### src/rtl/mux2_rr_arbiter.sv
// mux2_rr_arbiter: two-requester round-robin arbiter feeding a single
// registered output slot (1-cycle latency, one beat per cycle).
// Build option: define ARB_FIXED_PRIO_EN for fixed priority (A wins ties).
module mux2_rr_arbiter #(
  parameter int WIDTH = 8
) (
  input  logic             clk,
  input  logic             rst_n,
  input  logic             a_valid,
  input  logic [WIDTH-1:0] a_data,
  output logic             a_ready,
  input  logic             b_valid,
  input  logic [WIDTH-1:0] b_data,
  output logic             b_ready,
  output logic             out_valid,
  output logic [WIDTH-1:0] out_data,
  output logic             out_src,
  input  logic             out_ready
);

  typedef enum logic {
    EMPTY = 1'b0,
    FULL  = 1'b1
  } state_t;

  state_t           state_reg;
  state_t           state_next;
  logic [WIDTH-1:0] data_reg;
  logic             src_reg;
  logic             can_load;
  logic             grant_a;
  logic             grant_b;
  logic             sel;

`ifndef ARB_FIXED_PRIO_EN
  // 1 = A was granted last, 0 = B was granted last
  logic             last_grant_reg;
`endif

  assign out_valid = (state_reg == FULL);
  assign out_data  = data_reg;
  assign out_src   = src_reg;

  // Grant selection: the slot can take a beat when empty or draining now
  always_comb begin
    can_load = (state_reg == EMPTY) | (out_valid & out_ready);
    grant_a  = 1'b0;
    grant_b  = 1'b0;
    if (can_load) begin
`ifdef ARB_FIXED_PRIO_EN
      grant_a = a_valid;
      grant_b = b_valid & ~a_valid;
`else
      grant_a = a_valid & (~b_valid | ~last_grant_reg);
      grant_b = b_valid & (~a_valid |  last_grant_reg);
`endif
    end
    a_ready = grant_a;
    b_ready = grant_b;
    sel     = grant_a;
  end

  // Next-state: any grant fills the slot, a drain without grant empties it
  always_comb begin
    state_next = state_reg;
    case (state_reg)
      EMPTY: begin
        if (grant_a | grant_b) state_next = FULL;
      end
      FULL: begin
        if (out_ready && !(grant_a | grant_b)) state_next = EMPTY;
      end
      default: state_next = EMPTY;
    endcase
  end

  // State register
  always_ff @(posedge clk or negedge rst_n) begin
    if (!rst_n) begin
      state_reg <= EMPTY;
    end else begin
      state_reg <= state_next;
    end
  end

  // Output payload and source capture; held when no grant occurs
  always_ff @(posedge clk or negedge rst_n) begin
    if (!rst_n) begin
      data_reg <= '0;
      src_reg  <= 1'b0;
    end else if (grant_a | grant_b) begin
      data_reg <= sel ? a_data : b_data;
      src_reg  <= sel;
    end
  end

`ifndef ARB_FIXED_PRIO_EN
  // Round-robin history: only real grants move it; reset favours A first
  always_ff @(posedge clk or negedge rst_n) begin
    if (!rst_n) begin
      last_grant_reg <= 1'b0;
    end else if (grant_a | grant_b) begin
      last_grant_reg <= grant_a;
    end
  end
`endif

endmodule

### config.mk
export PLATFORM = sky130hd
export DESIGN_NAME = mux2_rr_arbiter
export DESIGN_NICKNAME = d
export VERILOG_FILES = /design/src/rtl/mux2_rr_arbiter.sv
export SDC_FILE = /design/constraint.sdc
export NUM_CORES = 1
export LEC_CHECK = 0
export CORE_MARGIN = 2
export CORE_UTILIZATION = 39
export DETAILED_ROUTE_END_ITERATION = 10
export PLACE_DENSITY = 0.81
export SYNTH_ARGS = -nofsm -noshare
export SYNTH_HDL_FRONTEND = slang
export SYNTH_SLANG_ARGS = --single-unit
### constraint.sdc
create_clock -name clk -period 2.14 [get_ports clk]
set_input_delay 0.428 -clock clk [delete_from_list [all_inputs] [get_ports clk]]
set_output_delay 0.428 -clock clk [all_outputs]
set_load 0.01 [all_outputs]
# [Word level (Yosys, flattened, before mapping)]
# Index checks and enable logic that the tools add are counted.
[totals] output_inout_bits=12 ff_bits=10 elab_cells=22 inputBits=21
[op_classes] bitwise_logic=11 reduce_logical=2 mux=6
[op_table] cell="2-to-1 mux 8 bit" count=1
[op_table] cell="2-to-1 mux 1 bit" count=4
[op_table] cell="inverter 1 bit" count=4
[op_table] cell="OR 1 bit" count=4
[op_table] cell="bitwise AND 1 bit" count=3
[op_table] cell="one-hot mux 1 bit (2 select lines)" count=1
[op_table] cell="logical AND 1 bit" count=1
[op_table] cell="logical NOT 1 bit" count=1

# [Depth between registers and ports, before layout]
# Gate-level depths: netlist of run 1.
[depth] ltp_word=9 mapped_depth=4 depth_no_buf=3

# [Least setup slack after synthesis of run 1]
# OpenSTA, ideal clock, no wires.
[synth_path] path_kind="input to output" from="in out_ready" to="out a_ready" setup_slack_ns=0.819 t_required_ns=1.712 stages=3 arrival_time_ns=0.893 n_path_buf=1 cell_sequence="nand2b_4 > buf_6 > and3_1"
[synth_between] elab_chain_cells=3
[synth_lines] element="start, declared" line_no="18" rtl="input logic out_ready"
[synth_lines] element="bitwise AND 1 bit" line_no="46" rtl="can_load = (state_reg == EMPTY) | (out_valid & out_ready);"
[synth_lines] element="OR 1 bit" line_no="46"
[synth_lines] element="2-to-1 mux 1 bit" line_no="49" rtl="if (can_load) begin"
[synth_lines] element="end, declared" line_no="11" rtl="output logic a_ready,"
# No other way between the ends.

# [Final worst setup path of run 1]
[layout_path] from="in b_valid" to="out a_ready"
[layout_between] elab_chain_cells=4
[layout_lines] element="start, declared" line_no="12" rtl="input logic b_valid,"
[layout_lines] element="inverter 1 bit" line_no="54" rtl="grant_a = a_valid & (~b_valid | ~last_grant_reg);"
[layout_lines] element="OR 1 bit" line_no="54"
[layout_lines] element="bitwise AND 1 bit" line_no="54"
[layout_lines] element="2-to-1 mux 1 bit" line_no="49"
# No other way between the ends.

==> impl_metrics.ini, run 1 <==
[floorplanning]
core_area_um2 = 1330
pin_count = 33
rows = 13
initial_utilization = 0.428
dieHeight_um = 42.3
die-area_um2 = 1790
die_x_um = 42.3

[place]
pre_cts_slack_ns = -0.0285
dpl.cell_count = 106
dp_hpwl_mm = 1.29
detailed_place.area_um2 = 913
gp_congestion = 0.800
portBuffers = 32

[critical_path]
critPathArrivalTime_ns = 1.49
r2r_slack_ns = 0.99
cp_cell_sequence = clkdlybuf4s50_1 > nand2_2 > and3_1 > dlygate4sd2_1
critical-path-top-delay-family = buffers and inverters
required_ns = 1.71
crit-reg2reg-launch = out_src$_DFFE_PN0P_
cpMaxStageDelayCell = clkdlybuf4s50_1
cp.depth = 4
crit_end = a_ready
path_class = input pin to primary output
critPathMaxStageDelay_ns = 0.53
critPathMaxFanout = 3
crit_buf_inv = 2
end_kind = primary output
startpoint_type = input pin
reg2regPathDepth = 4
worstReg2RegEnd = out_data[7]$_DFFE_PN0P_
cp-startpoint = b_valid

[global_route]
grtUsageMet3 = 0.0302
met1_usage = 0.265
grt_max_degree = 14
top_usage_layer = met2
grt_pass1_vias = 646
antenna_found_initial = 0
use_met2 = 0.338
grt.total_usage = 0.211
overflow = 0
grt_first_pass_wirelength_mm = 2.88

[timing]
final_max_slew_viol_count = 0
clock_skew_ns = 0.00424
rsz0062_at_grt = false
setup-violations-final = 0
tightest_slew_ns = 0.483
fin_crit_ns = 1.92
fmax_mhz = 521
setup_ws_ns = 0.219
period_share = 0.898
finalHoldViolations = 0
slew_headroom = 0.677

[cells_and_area]
antenna_cells = 0
syn2layout_area_growth_pct = 63.4
multi_input_area_um2 = 268
drive_above_1_share = 0.160
register_area_um2 = 250
stdcell_count = 109
post-route-util = 0.699
fin_area_um2 = 932
nets = 117
num-fill-cells = 116

[power]
worst_ir_drop_vdd_mv = 0.484
power_density_nw_per_um2 = 633
p_leak_nw = 0.396
p_total_w = 0.000590

[clock_tree]
root_buffer = clkbuf_4
clk_latency_ns = 0.26
h-tree-depth = 1
path_clk_slew_ns = 0.06
cts_sinks = 10
numCtsBuffers = 3
cts_tree = done
cts_setup_buffers = 0
clock_path_buffers = 2

[route]
antenna_left = 0
first_iter_violations = 22
wl_mm = 1.70
drt_pass1_iterations = 4
vias = 675
via_per_inst = 6.19
drc_errors = 0
wl_per_cell_um = 15.6

[logic_synthesis]
synth_cell_type_count = 17
synth_area_um2 = 571
yosysSeqAreaShare = 0.439
ys_warn_count = 0
yosys_register_bits = 10
synthCells = 57
syn_nets = 78
avgSynthCellArea_um2 = 10.0

[job]
cap_violations = 0

[run_status]
outcome = finished, final reports clean

[hold_path]
min_path_type = input pin to asynchronous set/reset pin
-- layout make-up --
cell class | count | share of cell area
Multi-Input combinational cell | 41 | 0.287
Clock buffer | 3 | 0.0242
Sequential cell | 10 | 0.268
Tap cell | 15 | 0.0201
Timing Repair Buffer | 39 | 0.396
Inverter | 1 | 0.00403
-- through the flow --
step	hold WS, ns	setup TNS [ns]
after floorplan	0.132	0
after global placement	0.509	-0.00757
after detailed placement	0.522	-0.0487
after CTS	0.507	0
after global routing	0.549	0
final	0.495	0
-- state kept, by name, summed over array words and instances (netlist names) --
signal and count:
out_data 8, out_src 1, out_valid 1
-- routing by layer --
layer | up-vias | wire [um]
met5 | - | 0
met4 | 0 | 14
met3 | 2 | 156
met2 | 35 | 844
met1 | 329 | 683
li1 | 309 | -
-- layout by cell type, fill, tap and decap left out --
cell type         n
nand2_2           1
nor2_2            1
nand2b_4          1
buf_4             7
and3_1            1
dlygate4sd2_1     3
clkbuf_4          3
o21ai_0           8
nand3_1           8
dfrtp_1          10
and2b_4           1
o211a_1           1
clkdlybuf4s50_1  29
inv_2             1
o2111ai_1         8
a31oi_1           1
nand2_1           1
a21oi_1           1
nand4_1           8
-- synthesized netlist by cell type --
cell type  count  area, um2
dfrtp_1       10        250
inv_2          1       3.75
o211a_1        1       10.0
o2111ai_1      8       70.1
buf_4          2       15.0
nand2_2        1       6.26
o21ai_0        8       40.0
nand4_1        8       50.1
and3_1         1       6.26
nor2_2         1       6.26
nand3_1        8       40.0
a31oi_1        1       6.26
nand2b_4       1       13.8
buf_6          3       33.8
nand2_1        1       3.75
a21oi_1        1       5.00
and2b_4        1       10.0
-- cells by family (layout without fill, tap and decap cells) --
family,Yosys count,in the layout,share of synthesized area
buffers and inverters,6,43,0.0921
AND/OR/NAND/NOR,22,22,0.239
flip-flops,10,10,0.439
AO/OA/AOI/OAI,19,19,0.230
-- repair_timing --
item	CTS	global route
resized for setup	3	0
hold endpoints to repair	0	0
setup endpoints to repair	2	0
hold buffers	0	0
-- where the power goes --
group	internal [W]	total (W)	switching (W)	leakage, nW
Combinational	0.000126	0.000216	0.0000902	0.263
Sequential	0.000221	0.000250	0.0000293	0.119
Clock	0.0000647	0.000124	0.0000591	0.0138
-- worst min path at each step --
stage                                       start                      end  slack, ns  cells after the start
after floorplan                             rst_n  out_data[0]$_DFFE_PN0P_       0.13                      0
after global placement    out_data[0]$_DFFE_PN0P_  out_data[0]$_DFFE_PN0P_       0.51                      2
after detailed placement  out_data[6]$_DFFE_PN0P_  out_data[6]$_DFFE_PN0P_       0.52                      2
after CTS                                   rst_n  out_data[0]$_DFFE_PN0P_       0.51                      1
after global routing                        rst_n  out_data[5]$_DFFE_PN0P_       0.55                      1
final                                       rst_n  out_data[5]$_DFFE_PN0P_       0.50                      1
Note: power is estimated with default switching activity, not from simulation.
==> inputs of run 2 (changes only) <==
--- a/config.mk
+++ b/config.mk
@@ -9,6 +9,7 @@
 export CORE_UTILIZATION = 39
 export DETAILED_ROUTE_END_ITERATION = 10
 export PLACE_DENSITY = 0.81
+export SLEW_MARGIN = 40
 export SYNTH_ARGS = -nofsm -noshare
 export SYNTH_HDL_FRONTEND = slang
 export SYNTH_SLANG_ARGS = --single-unit
==> results of run 2 <==
The final DEF is identical to that of run 1; final timing and power are the same.
